## config.mk

```make
export PLATFORM = sky130hd
export DESIGN_NAME = decode_sequencer
export DESIGN_NICKNAME = d
export VERILOG_FILES = /design/src/rtl/decode_sequencer.sv
export SDC_FILE = /design/constraint.sdc
export NUM_CORES = 1
export LEC_CHECK = 0
export CAP_MARGIN = 20
export CORE_AREA = 5 5 42 44
export CTS_BUF_LIST = sky130_fd_sc_hd__clkbuf_4 sky130_fd_sc_hd__clkbuf_8
export DETAILED_ROUTE_END_ITERATION = 12
export DIE_AREA = 0 0 47 49
export GPL_TIMING_DRIVEN = 0
export PLACE_DENSITY = 0.89
export SLEW_MARGIN = 30
export SYNTH_ARGS = -nofsm -noshare
export SYNTH_HDL_FRONTEND = slang
export SYNTH_SLANG_ARGS = --single-unit
```

## constraint.sdc

```tcl
create_clock -name clk -period 4 [get_ports clk]
set_input_delay 0.4 -clock clk [delete_from_list [all_inputs] [get_ports clk]]
set_output_delay 0.4 -clock clk [all_outputs]
set_load 0.01 [all_outputs]
```

## src/rtl/decode_sequencer.sv

```systemverilog
`default_nettype none
// ============================================================================
// Module   : decode_sequencer
// Purpose  : Control unit that sits after the fetch register. It steps the
//            machine through FETCH / EXEC / JADDR / HALT and decodes every
//            control strobe from the current phase and the fetched opcode.
//            Two-byte jumps take their 12-bit target from {oprnd, prog_byte}
//            once PC points at the second byte.
// Ports    : clk, reset (async, active-high)
//            instr, oprnd     - opcode / operand nibble from fetch register
//            prog_byte        - ROM byte at current PC (jump low byte)
//            c_flag, z_flag   - registered carry / zero flags
//            fetch_en, pc_inc, pc_load, pc_addr - fetch / PC control
//            alu_fn, acc_en, flags_en           - datapath control
//            oprnd_oe, in_en, out_en            - data-bus / I/O strobes
//            phase, halted                      - current state
// Revision : 1.0 - initial release
// ============================================================================
module decode_sequencer #(
  parameter int                 ALU_W    = 3,
  parameter logic [ALU_W-1:0]   FN_PASSB = 3'b000,
  parameter logic [ALU_W-1:0]   FN_ADD   = 3'b011,
  parameter logic [ALU_W-1:0]   FN_SUB   = 3'b001,
  parameter logic [ALU_W-1:0]   FN_NAND  = 3'b100
) (
  input  logic             clk,
  input  logic             reset,
  input  logic [3:0]       instr,
  input  logic [3:0]       oprnd,
  input  logic [7:0]       prog_byte,
  input  logic             c_flag,
  input  logic             z_flag,
  output logic             fetch_en,
  output logic             pc_inc,
  output logic             pc_load,
  output logic [11:0]      pc_addr,
  output logic [ALU_W-1:0] alu_fn,
  output logic             acc_en,
  output logic             flags_en,
  output logic             oprnd_oe,
  output logic             in_en,
  output logic             out_en,
  output logic [1:0]       phase,
  output logic             halted
);

  localparam logic [1:0] ST_FETCH = 2'b00;
  localparam logic [1:0] ST_EXEC  = 2'b01;
  localparam logic [1:0] ST_JADDR = 2'b10;
  localparam logic [1:0] ST_HALT  = 2'b11;

  localparam logic [3:0] OP_NOP   = 4'h0;
  localparam logic [3:0] OP_LIT   = 4'h1;
  localparam logic [3:0] OP_ADDI  = 4'h2;
  localparam logic [3:0] OP_SUBI  = 4'h3;
  localparam logic [3:0] OP_NANDI = 4'h4;
  localparam logic [3:0] OP_CMPI  = 4'h5;
  localparam logic [3:0] OP_IN    = 4'h6;
  localparam logic [3:0] OP_OUT   = 4'h7;
  localparam logic [3:0] OP_JMP   = 4'h8;
  localparam logic [3:0] OP_JC    = 4'h9;
  localparam logic [3:0] OP_JNC   = 4'hA;
  localparam logic [3:0] OP_JZ    = 4'hB;
  localparam logic [3:0] OP_JNZ   = 4'hC;
  localparam logic [3:0] OP_HALT  = 4'hF;

  logic [1:0] r_state;
  logic [1:0] w_next_state;
  logic       w_taken;

  always_ff @(posedge clk or posedge reset) begin
    if (reset) r_state <= ST_FETCH;
    else       r_state <= w_next_state;
  end

  // The fetch register still holds the jump opcode during JADDR, so the
  // condition is evaluated from instr directly; flags are sampled live.
  always_comb begin
    w_taken = 1'b0;
    case (instr)
      OP_JMP:  w_taken = 1'b1;
      OP_JC:   w_taken = c_flag;
      OP_JNC:  w_taken = ~c_flag;
      OP_JZ:   w_taken = z_flag;
      OP_JNZ:  w_taken = ~z_flag;
      default: w_taken = 1'b0;
    endcase
  end

  always_comb begin
    w_next_state = ST_FETCH;
    case (r_state)
      ST_FETCH: w_next_state = ST_EXEC;
      ST_EXEC: begin
        if (instr >= OP_JMP && instr <= OP_JNZ) w_next_state = ST_JADDR;
        else if (instr == OP_HALT)              w_next_state = ST_HALT;
        else                                    w_next_state = ST_FETCH;
      end
      ST_JADDR: w_next_state = ST_FETCH;
      ST_HALT:  w_next_state = ST_HALT;
      default:  w_next_state = ST_FETCH;
    endcase
  end

  // Strobes are decoded combinationally and masked by reset, so asserting
  // reset mid-instruction drops every strobe in the same cycle.
  always_comb begin
    fetch_en = 1'b0;
    pc_inc   = 1'b0;
    pc_load  = 1'b0;
    pc_addr  = 12'h000;
    alu_fn   = FN_PASSB;
    acc_en   = 1'b0;
    flags_en = 1'b0;
    oprnd_oe = 1'b0;
    in_en    = 1'b0;
    out_en   = 1'b0;
    halted   = 1'b0;
    if (!reset) begin
      case (r_state)
        ST_FETCH: begin
          fetch_en = 1'b1;
          pc_inc   = 1'b1;
        end
        ST_EXEC: begin
          case (instr)
            OP_LIT: begin
              oprnd_oe = 1'b1;
              acc_en   = 1'b1;
            end
            OP_ADDI: begin
              oprnd_oe = 1'b1;
              acc_en   = 1'b1;
              flags_en = 1'b1;
              alu_fn   = FN_ADD;
            end
            OP_SUBI: begin
              oprnd_oe = 1'b1;
              acc_en   = 1'b1;
              flags_en = 1'b1;
              alu_fn   = FN_SUB;
            end
            OP_NANDI: begin
              oprnd_oe = 1'b1;
              acc_en   = 1'b1;
              flags_en = 1'b1;
              alu_fn   = FN_NAND;
            end
            OP_CMPI: begin
              oprnd_oe = 1'b1;
              flags_en = 1'b1;
              alu_fn   = FN_SUB;
            end
            OP_IN: begin
              in_en  = 1'b1;
              acc_en = 1'b1;
            end
            OP_OUT:  out_en = 1'b1;
            default: ;
          endcase
        end
        ST_JADDR: begin
          pc_addr = {oprnd, prog_byte};
          // Taken loads the target; not taken steps PC over the address byte.
          pc_load = w_taken;
          pc_inc  = ~w_taken;
        end
        ST_HALT:  halted = 1'b1;
        default: ;
      endcase
    end
  end

  assign phase = r_state;

endmodule
`default_nettype wire

```

Word-level counts from Yosys, hierarchy flattened
Cells that the tools add are included.
{ "totals": {"elab_cells": 60, "reg_bits": 2, "input_bits": 20} }
{ "classes": {"n_mux": 32, "n_reduce_logical": 6, "bitwise": 3, "order_cmp": 2, "n_eq_ne": 16} }
{ "op_table": {"columns": ["cell", "count"], "rows": [
  ["4-bit equality test (second input constant)", 6],
  ["12-bit 2-to-1 mux", 2],
  ["1-bit 2-to-1 mux", 22],
  ["4-bit by 3-bit equality test with 1-bit output (second input constant)", 4],
  ["5-bit OR reduction", 2],
  ["3-bit one-hot mux with 3 select lines", 1],
  ["4-bit by 2-bit equality test with 1-bit output (second input constant)", 2],
  ["2-bit one-hot mux with 4 select lines", 1],
  ["3-bit 2-to-1 mux", 2],
  ["1-bit one-hot mux with 5 select lines", 1],
  ["2-bit equality test (second input constant)", 2],
  ["4-bit by 1-bit equality test with 1-bit output (second input constant)", 1],
  ["4-bit >= comparator (second input constant)", 1],
  ["4-bit less-or-equal comparator (second input constant)", 1],
  ["2-bit 2-to-1 mux", 2],
  ["4-bit OR reduction", 1],
  ["1-bit inverter", 3],
  ["2-bit by 1-bit equality test with 1-bit output (second input constant)", 1],
  ["2-bit logical NOT", 1],
  ["1-bit one-hot mux with 2 select lines", 1],
  ["2-bit OR reduction", 1],
  ["1-bit logical AND", 1]
]} }

Logic depth before layout (Yosys ltp)
Gate-level depths: netlist of the first run.
{ "depth": {"ltp_word": 5, "ltp_mapped": 4, "ltp_nobuf": 3} }

Least setup slack after synthesis of the first run
No wires, ideal clock.
{ "synth_timing": {"path_kind": "register to output", "startpoint": "register r_state[1], in the netlist phase[1]", "endpoint": "output acc_en", "n_path_buf": 0, "required_time_ns": 3.600, "path_slack_ns": 2.132, "arrival_ns": 1.468, "path_stages_with_launch": 4, "path_cell_list": "dfrtp_1 or4b_4 or2_1 a21oi_1"} }
{ "synth_via": {"elab_chain_cells": 3} }
{ "synth_rtl": {"columns": ["item", "line", "source"], "rows": [
  ["from (decl)", "67", "logic [1:0] r_state;"],
  ["from (signal assigned)", "73", "else r_state <= w_next_state;"],
  ["2-bit by 1-bit equality test with 1-bit output", "120", "case (r_state)"],
  ["1-bit 2-to-1 mux", "120", null],
  ["1-bit 2-to-1 mux", "119", "if (!reset) begin"],
  ["to (decl)", "38", "output logic acc_en,"]
]} }
No other way between the ends.

Worst setup path after layout of the first run
{ "layout_timing": {"startpoint": "input reset", "endpoint": "output oprnd_oe"} }
{ "layout_via": {"elab_chain_cells": 1} }
{ "layout_rtl": {"columns": ["item", "line", "source"], "rows": [
  ["from (decl)", "27", "input logic reset,"],
  ["1-bit 2-to-1 mux", "119", null],
  ["to (decl)", "40", "output logic oprnd_oe,"]
]} }
No other way between the ends.

==> impl_metrics.csv, run 1 <==
group,metric,value,unit
run_status,outcome,"completed",
global_route,antenna_found_initial,0,
clock_tree,cts.sinks,2,
power_and_ir_drop,power_density,316.0,nW/um^2
synth,yosysSeqAreaShare,0.1455,
synth,synth_seq_cells,2,
timing,setup_violations,0,
detailed_routing,via_count,532,
finish,final.fill_count,142,
clock_tree,htreeDepth,1,
detailed_routing,post_drt_wl_per_cell,12.24,um
timing,post-route-period-util,0.7041,
die,die_w,47,um
setup_path,worst_setup_path_start_kind,"input port",
clock_tree,post_cts.repair.setup_buffers,0,
die,ios,46,
finish,final_cell_count_no_fill,116,
setup_path,crit_family,"buffers and inverters",
setup_path,crit_buf_inv,2,
die,die_h,49,um
die,placement_rows,14,
global_route,grt_first_pass_wirelength,2.242,mm
detailed_routing,via_per_inst,4.586,
clock_tree,cts_tree,"built",
min_path,hold_path_class,"in -> async",
finish,multiInputGateArea,267.8,um^2
clock_tree,numCtsBuffers,3,
global_route,grt_usage,0.1370,
clock_tree,cts_hold_buffers,0,
synth,syn_inst,53,
timing,fin_skew,0.0006240,ns
finish,utilization,0.5902,
setup_path,critPathMaxFanout,6,
timing,relSlewSlack,0.7302,
synth,synth_common_cells,"12 x and2_1, 5 x a21oi_1, 4 x clkbuf_1, 4 x nor2_1, 4 x nor3_1",
finish,finalNetCount,122,
finish,seq_area,50.05,um^2
setup_path,crit_type,"in -> out",
timing,finalHoldViolCount,0,
timing,drv_slew,0,
setup_path,cpMaxStageDelayCell,"or4b_4",
synth,syn_avg_cell_area,6.492,um^2
placement,placed_cells,113,
die,initial_core_util,0.2455,
synth,syn_area,344.1,um^2
finish,area_growth,140.4,%
setup_path,crit_chain,"clkdlybuf4s50_1, or4b_4, or2_1, a21oi_1, clkdlybuf4s50_1",
die,coreArea,1401,um^2
detailed_routing,drtAntennaViolNets,0,
timing,period_needed,2.816,ns
setup_path,end_kind,"output pin",
die,dieArea,2303,um^2
detailed_routing,totalWireLength,1.420,mm
setup_path,cp.required,3.60,ns
clock_tree,cts.path.max_buffers,2,
synth,synth_most_common_cell,"and2_1",
timing,tightest_slew,0.4047,ns
setup_path,critPathMaxStageDelay,0.56,ns
clock_tree,root_buffer,"clkbuf_4",
finish,antenna_cells,0,
finish,drive_gt1_frac,0.04000,
power_and_ir_drop,power.leakage,0.3159,nW
synth,synth_edf_count,0,
global_route,grt_pass1_vias,469,
finish,largest_reg_flops,2,
timing,max_freq,0.3551,GHz
placement,gp_congestion,0.7772,
setup_path,cpMostUsedCell,"clkdlybuf4s50_1",
synth,synth_warnings,0,
synth,synth.largest_area_cell,"and2_1",
job,drv_cap,0,
synth,synth_top_cell_area_share,0.2182,
synth,synth_fp_nets,73,
detailed_routing,drc_errors,0,
clock_tree,clk_pin_slew,0.03,ns
placement,post-dp-hpwl,1.219,mm
detailed_routing,first_pass_iters,5,
setup_path,arrival,2.42,ns
synth,synth_cell_types,22,
timing,tns,0,ns
clock_tree,cts_resized,0,
placement,portBuffers,44,
synth,synth.top_cells.by_area,"and2_1 22%, dfrtp_1 15%, a21oi_1 7.3%, nor3_1 5.8%, clkbuf_1 4.4%",
global_route,globalRouteOverflowTotal,0,
synth,async_flop_share,1.000,
detailed_routing,drt_iter0_markers,13,
synth,dominantRegCellSynth,"dfrtp_1",
global_route,grt_max_degree,11,
clock_tree,insertion_delay,0.22,ns
power_and_ir_drop,ir_drop,0.1037,mV
timing,rsz0062_at_grt,"no",
-- final timing paths --
| check | from | end | slack (ns) | cells after the start |
|---|---|---|---|---|
| max | reset | oprnd_oe | 1.18 | 5 |
| min | reset | phase[0]$_DFF_PP0_ | 0.50 | 2 |
| max reg2reg | phase[1]$_DFF_PP0_ | phase[0]$_DFF_PP0_ | 3.07 | 3 |
| min reg2reg | phase[1]$_DFF_PP0_ | phase[0]$_DFF_PP0_ | 0.58 | 1 |
| max in group asynchronous | reset | phase[1]$_DFF_PP0_ | 3.36 | 2 |
| min in group clk | phase[1]$_DFF_PP0_ | phase[0]$_DFF_PP0_ | 0.58 | 1 |
-- layout by cell type, fill, tap and decap left out, drive strengths merged --
cell type      instances
inv                    3
clkbuf                 7
or4b                   1
clkdlybuf4s50         44
and3                   1
nor3                   4
and2                  12
nand2                  1
nand4                  1
nor2                   4
dfrtp                  2
nand2b                 2
xor2                   1
nor4                   1
nand3b                 1
o21ai                  1
o31ai                  1
a31oi                  2
a21oi                  5
mux2i                  1
or2                    2
o211a                  1
nand3                  2
-- stage by stage --
step	hold WS [ns]	setup slack [ns]	instance area, um^2	total power, mW
CTS	0.5010	1.184	827.0	0.2650
global route	0.5488	1.034	827.0	0.2832
detailed placement	0.5729	1.207	804.5	0.2185
floorplan	0.1494	2.132	344.1	0.1183
global placement	0.5546	1.206	804.5	0.2142
finish	0.5039	1.184	827.0	0.2614
-- logic make-up (layout without fill, tap and decap cells) --
group | Yosys count | in the layout | share of synthesized area
XOR/XNOR | 1 | 1 | 0.02546
AND/OR/NAND/NOR | 32 | 32 | 0.5491
multiplexers | 1 | 1 | 0.02909
buffers and inverters | 7 | 54 | 0.07635
AO/OA/AOI/OAI | 10 | 10 | 0.1745
flip-flops | 2 | 2 | 0.1455
-- metal layers --
| layer | GRT usage | share of wire | up-vias |
|---|---|---|---|
| li1 | - | - | 281 |
| met1 | 0.1528 | 0.35 | 230 |
| met2 | 0.2195 | 0.57 | 17 |
| met3 | 0.02583 | 0.053 | 4 |
| met4 | 0.09677 | 0.028 | 0 |
| met5 | 0 | 0 | - |
-- report_power, final --
group	internal, mW	total, mW	switching, mW
clock	0.0330	0.0442	0.0112
sequential	0.0302	0.0476	0.0174
combinational	0.0999	0.170	0.0696
-- cell type report --
cell class | count | share of cell area
buffer | 4 | 0.01815
clock buffer | 3 | 0.02723
inverter | 3 | 0.01362
multi-input combinational | 44 | 0.3238
sequential | 2 | 0.06051
tap | 16 | 0.02421
timing repair buffer | 44 | 0.5325
Power figures use the tool's default switching activity.
==> inputs of run 2 (changes only) <==
--- a/config.mk
+++ b/config.mk
@@ -6,12 +6,12 @@
 export NUM_CORES = 1
 export LEC_CHECK = 0
 export CAP_MARGIN = 20
-export CORE_AREA = 5 5 42 44
+export CORE_MARGIN = 5
+export CORE_UTILIZATION = 22
 export CTS_BUF_LIST = sky130_fd_sc_hd__clkbuf_4 sky130_fd_sc_hd__clkbuf_8
 export DETAILED_ROUTE_END_ITERATION = 12
-export DIE_AREA = 0 0 47 49
 export GPL_TIMING_DRIVEN = 0
-export PLACE_DENSITY = 0.89
+export PLACE_DENSITY = 0.82
 export SLEW_MARGIN = 30
 export SYNTH_ARGS = -nofsm -noshare
 export SYNTH_HDL_FRONTEND = slang
==> constraint.sdc (replaced) <==
create_clock -name clk -period 2.5 [get_ports clk]
set_input_delay 0.25 -clock clk [delete_from_list [all_inputs] [get_ports clk]]
set_output_delay 0.25 -clock clk [all_outputs]
set_load 0.01 [all_outputs]
==> run 2 against run 1 <==
Non-clock buffer count unchanged; utilization down 2.6 points; power up 60%; die area up 6.6%; global-route usage down 0.57 points; routed wire length up 4.7%; hold slack worse by 0.50 ns; final cell count unchanged; first-iteration DRC count down 38%; clock-buffer cell count unchanged; critical path depth up 1; clock power up 60%; largest power group unchanged; highest routed layer unchanged.
==> impl_metrics.csv, run 2 (synthesis gave the netlist of run 1 again) <==
group,metric,value,unit
run_status,outcome,"completed",
power_and_ir_drop,pwr-share-seq,0.188,
die,initial_core_util,0.2311,
clock_tree,cts.path.max_buffers,2,
finish,area_growth,144.0,%
finish,utilization,0.5639,
power_and_ir_drop,pwr-share-clk,0.169,
die,coreArea,1489,um^2
finish,largest_reg_flops,2,
detailed_routing,drc_errors,0,
finish,drive_gt1_frac,0.05000,
timing,whs,0.001339,ns
clock_tree,clk_pin_slew,0.03,ns
detailed_routing,via_per_inst,4.466,
detailed_routing,drt_iter0_markers,8,
setup_path,cp-startpoint,"instr[1]",
power_and_ir_drop,swShare,0.3775,
global_route,met1_usage,0.1282,
detailed_routing,drtAntennaViolNets,0,
setup_path,arrival,2.12,ns
setup_path,critPathMaxFanout,10,
global_route,globalRouteOverflowTotal,0,
global_route,antenna_found_initial,0,
setup_path,reg2reg_depth,3,
die,dieArea,2455,um^2
global_route,grt.busiest_layer,"met2",
setup_path,cp.required,2.25,ns
power_and_ir_drop,internal_power,0.2604,mW
die,die_w,49.55,um
setup_path,crit_chain,"clkdlybuf4s50_1, clkbuf_1, mux2i_1, a31oi_1, o211a_1, clkdlybuf4s50_1",
finish,finalNetCount,122,
global_route,globalRouteMet2Util,0.2225,
clock_tree,insertion_delay,0.22,ns
timing,rsz0062_at_grt,"no",
setup_path,crit_buf_inv,3,
timing,post-route-period-util,0.9466,
setup_path,regToRegSetupSlack,1.63,ns
global_route,grt_max_degree,11,
detailed_routing,totalWireLength,1.487,mm
setup_path,cpMostUsedCell,"clkdlybuf4s50_1",
min_path,hold_path_class,"in -> async",
setup_path,cpMaxStageDelayCell,"clkdlybuf4s50_1",
clock_tree,cts.sinks,2,
timing,tightest_slew,0.4151,ns
die,ios,46,
power_and_ir_drop,combPwrFrac,0.643,
timing,setup_violations,0,
power_and_ir_drop,power_density,498.3,nW/um^2
setup_path,r2r-start,"phase[1]$_DFF_PP0_",
clock_tree,numCtsBuffers,3,
global_route,grt_pass1_vias,510,
setup_path,end_kind,"output pin",
timing,finalHoldViolCount,0,
setup_path,worst_setup_path_start_kind,"input port",
setup_path,critPathMaxStageDelay,0.54,ns
timing,max_freq,0.4226,GHz
die,die_h,49.55,um
clock_tree,post_cts.repair.setup_buffers,0,
timing,drv_slew,0,
setup_path,r2r_end,"phase[0]$_DFF_PP0_",
clock_tree,htreeDepth,1,
global_route,grt_usage,0.1314,
setup_path,crit_family,"buffers and inverters",
setup_path,crit_type,"in -> out",
detailed_routing,post_drt_wl_per_cell,12.82,um
power_and_ir_drop,power.leakage,0.4013,nW
timing,relSlewSlack,0.7233,
placement,post-dp-hpwl,1.268,mm
placement,placed_cell_area,804.5,um^2
die,placement_rows,14,
finish,antenna_cells,0,
setup_path,cp.depth,6,
finish,final_cell_mix,"38 x clkdlybuf4s50_1, 12 x and2_1, 5 x a21oi_1, 5 x dlymetal6s2s_1",
global_route,grt_first_pass_wirelength,2.408,mm
global_route,met3_usage,0.04217,
finish,fin_area,839.6,um^2
timing,tns,0,ns
power_and_ir_drop,total_power,0.4184,mW
clock_tree,root_buffer,"clkbuf_4",
power_and_ir_drop,p_sw,0.1579,mW
timing,fin_skew,0.0003378,ns
detailed_routing,via_count,518,
placement,gp_congestion,0.7040,
setup_path,timing.critical_path.to,"pc_inc",
job,drv_cap,0,
clock_tree,cts_tree,"built",
detailed_routing,first_pass_iters,4,
power_and_ir_drop,ir_drop,0.1737,mV
timing,period_needed,2.366,ns
placement,portBuffers,44,
finish,layout_commonest_cell,"clkdlybuf4s50_1",
==> run 2: changes by cell type in the layout (fill, tap and decap cells not counted), sizes merged <==
cell | previous run | this run
dlygate4sd2 | 0 | 1
dlymetal6s2s | 0 | 5
clkdlybuf4s50 | 44 | 38
==> run 2: layout make-up <==
cell class | count | area, um^2
buffer | 4 | 15.01
clock buffer | 3 | 22.52
fill | 143 | 649.4
inverter | 3 | 11.26
multi-input combinational | 44 | 267.8
sequential | 2 | 51.30
tap | 16 | 20.02
timing repair buffer | 44 | 451.7
==> run 2: stage by stage <==
step	cells	setup slack (ns)
2_1_floorplan	53	0.7823
3_3_place_gp	113	0.007540
3_5_place_dp	113	0.003603
4_1_cts	116	0.001862
5_1_grt	116	0.02828
6_report	116	0.1335
==> run 2: worst min path at each step <==
stage,start,end,slack (ns)
after detailed placement,reset,phase[0]$_DFF_PP0_,0.58
after global routing,reset,phase[0]$_DFF_PP0_,0.01
after CTS,reset,phase[0]$_DFF_PP0_,0.34
after global placement,phase[1]$_DFF_PP0_,phase[0]$_DFF_PP0_,0.56
final,reset,phase[0]$_DFF_PP0_,0.001
after floorplan,reset,phase[0]$_DFF_PP0_,-0.0006
==> run 2: per-layer routing <==
metal | up-vias | wire length (um)
met4 | 0 | 30
li1 | 276 | -
met5 | - | 0
met3 | 2 | 59
met1 | 231 | 523
met2 | 9 | 874
==> run 2: what timing repair did <==
item	CTS	global route
cloned	0	0
hold buffers	0	0
endpoints found under the hold margin	0	0
resized for setup	1	6
setup endpoints to repair	1	5
==> run 2: power groups by stage <==
| stage | Combinational, mW | Sequential, mW | Clock (mW) |
|---|---|---|---|
| 2_1_floorplan | 0.111 | 0.0778 | 0 |
| 3_3_place_gp | 0.271 | 0.0763 | 0 |
| 3_5_place_dp | 0.275 | 0.0772 | 0 |
| 4_1_cts | 0.274 | 0.0775 | 0.0751 |
| 5_1_grt | 0.291 | 0.0850 | 0.0815 |
| 6_report | 0.269 | 0.0787 | 0.0708 |
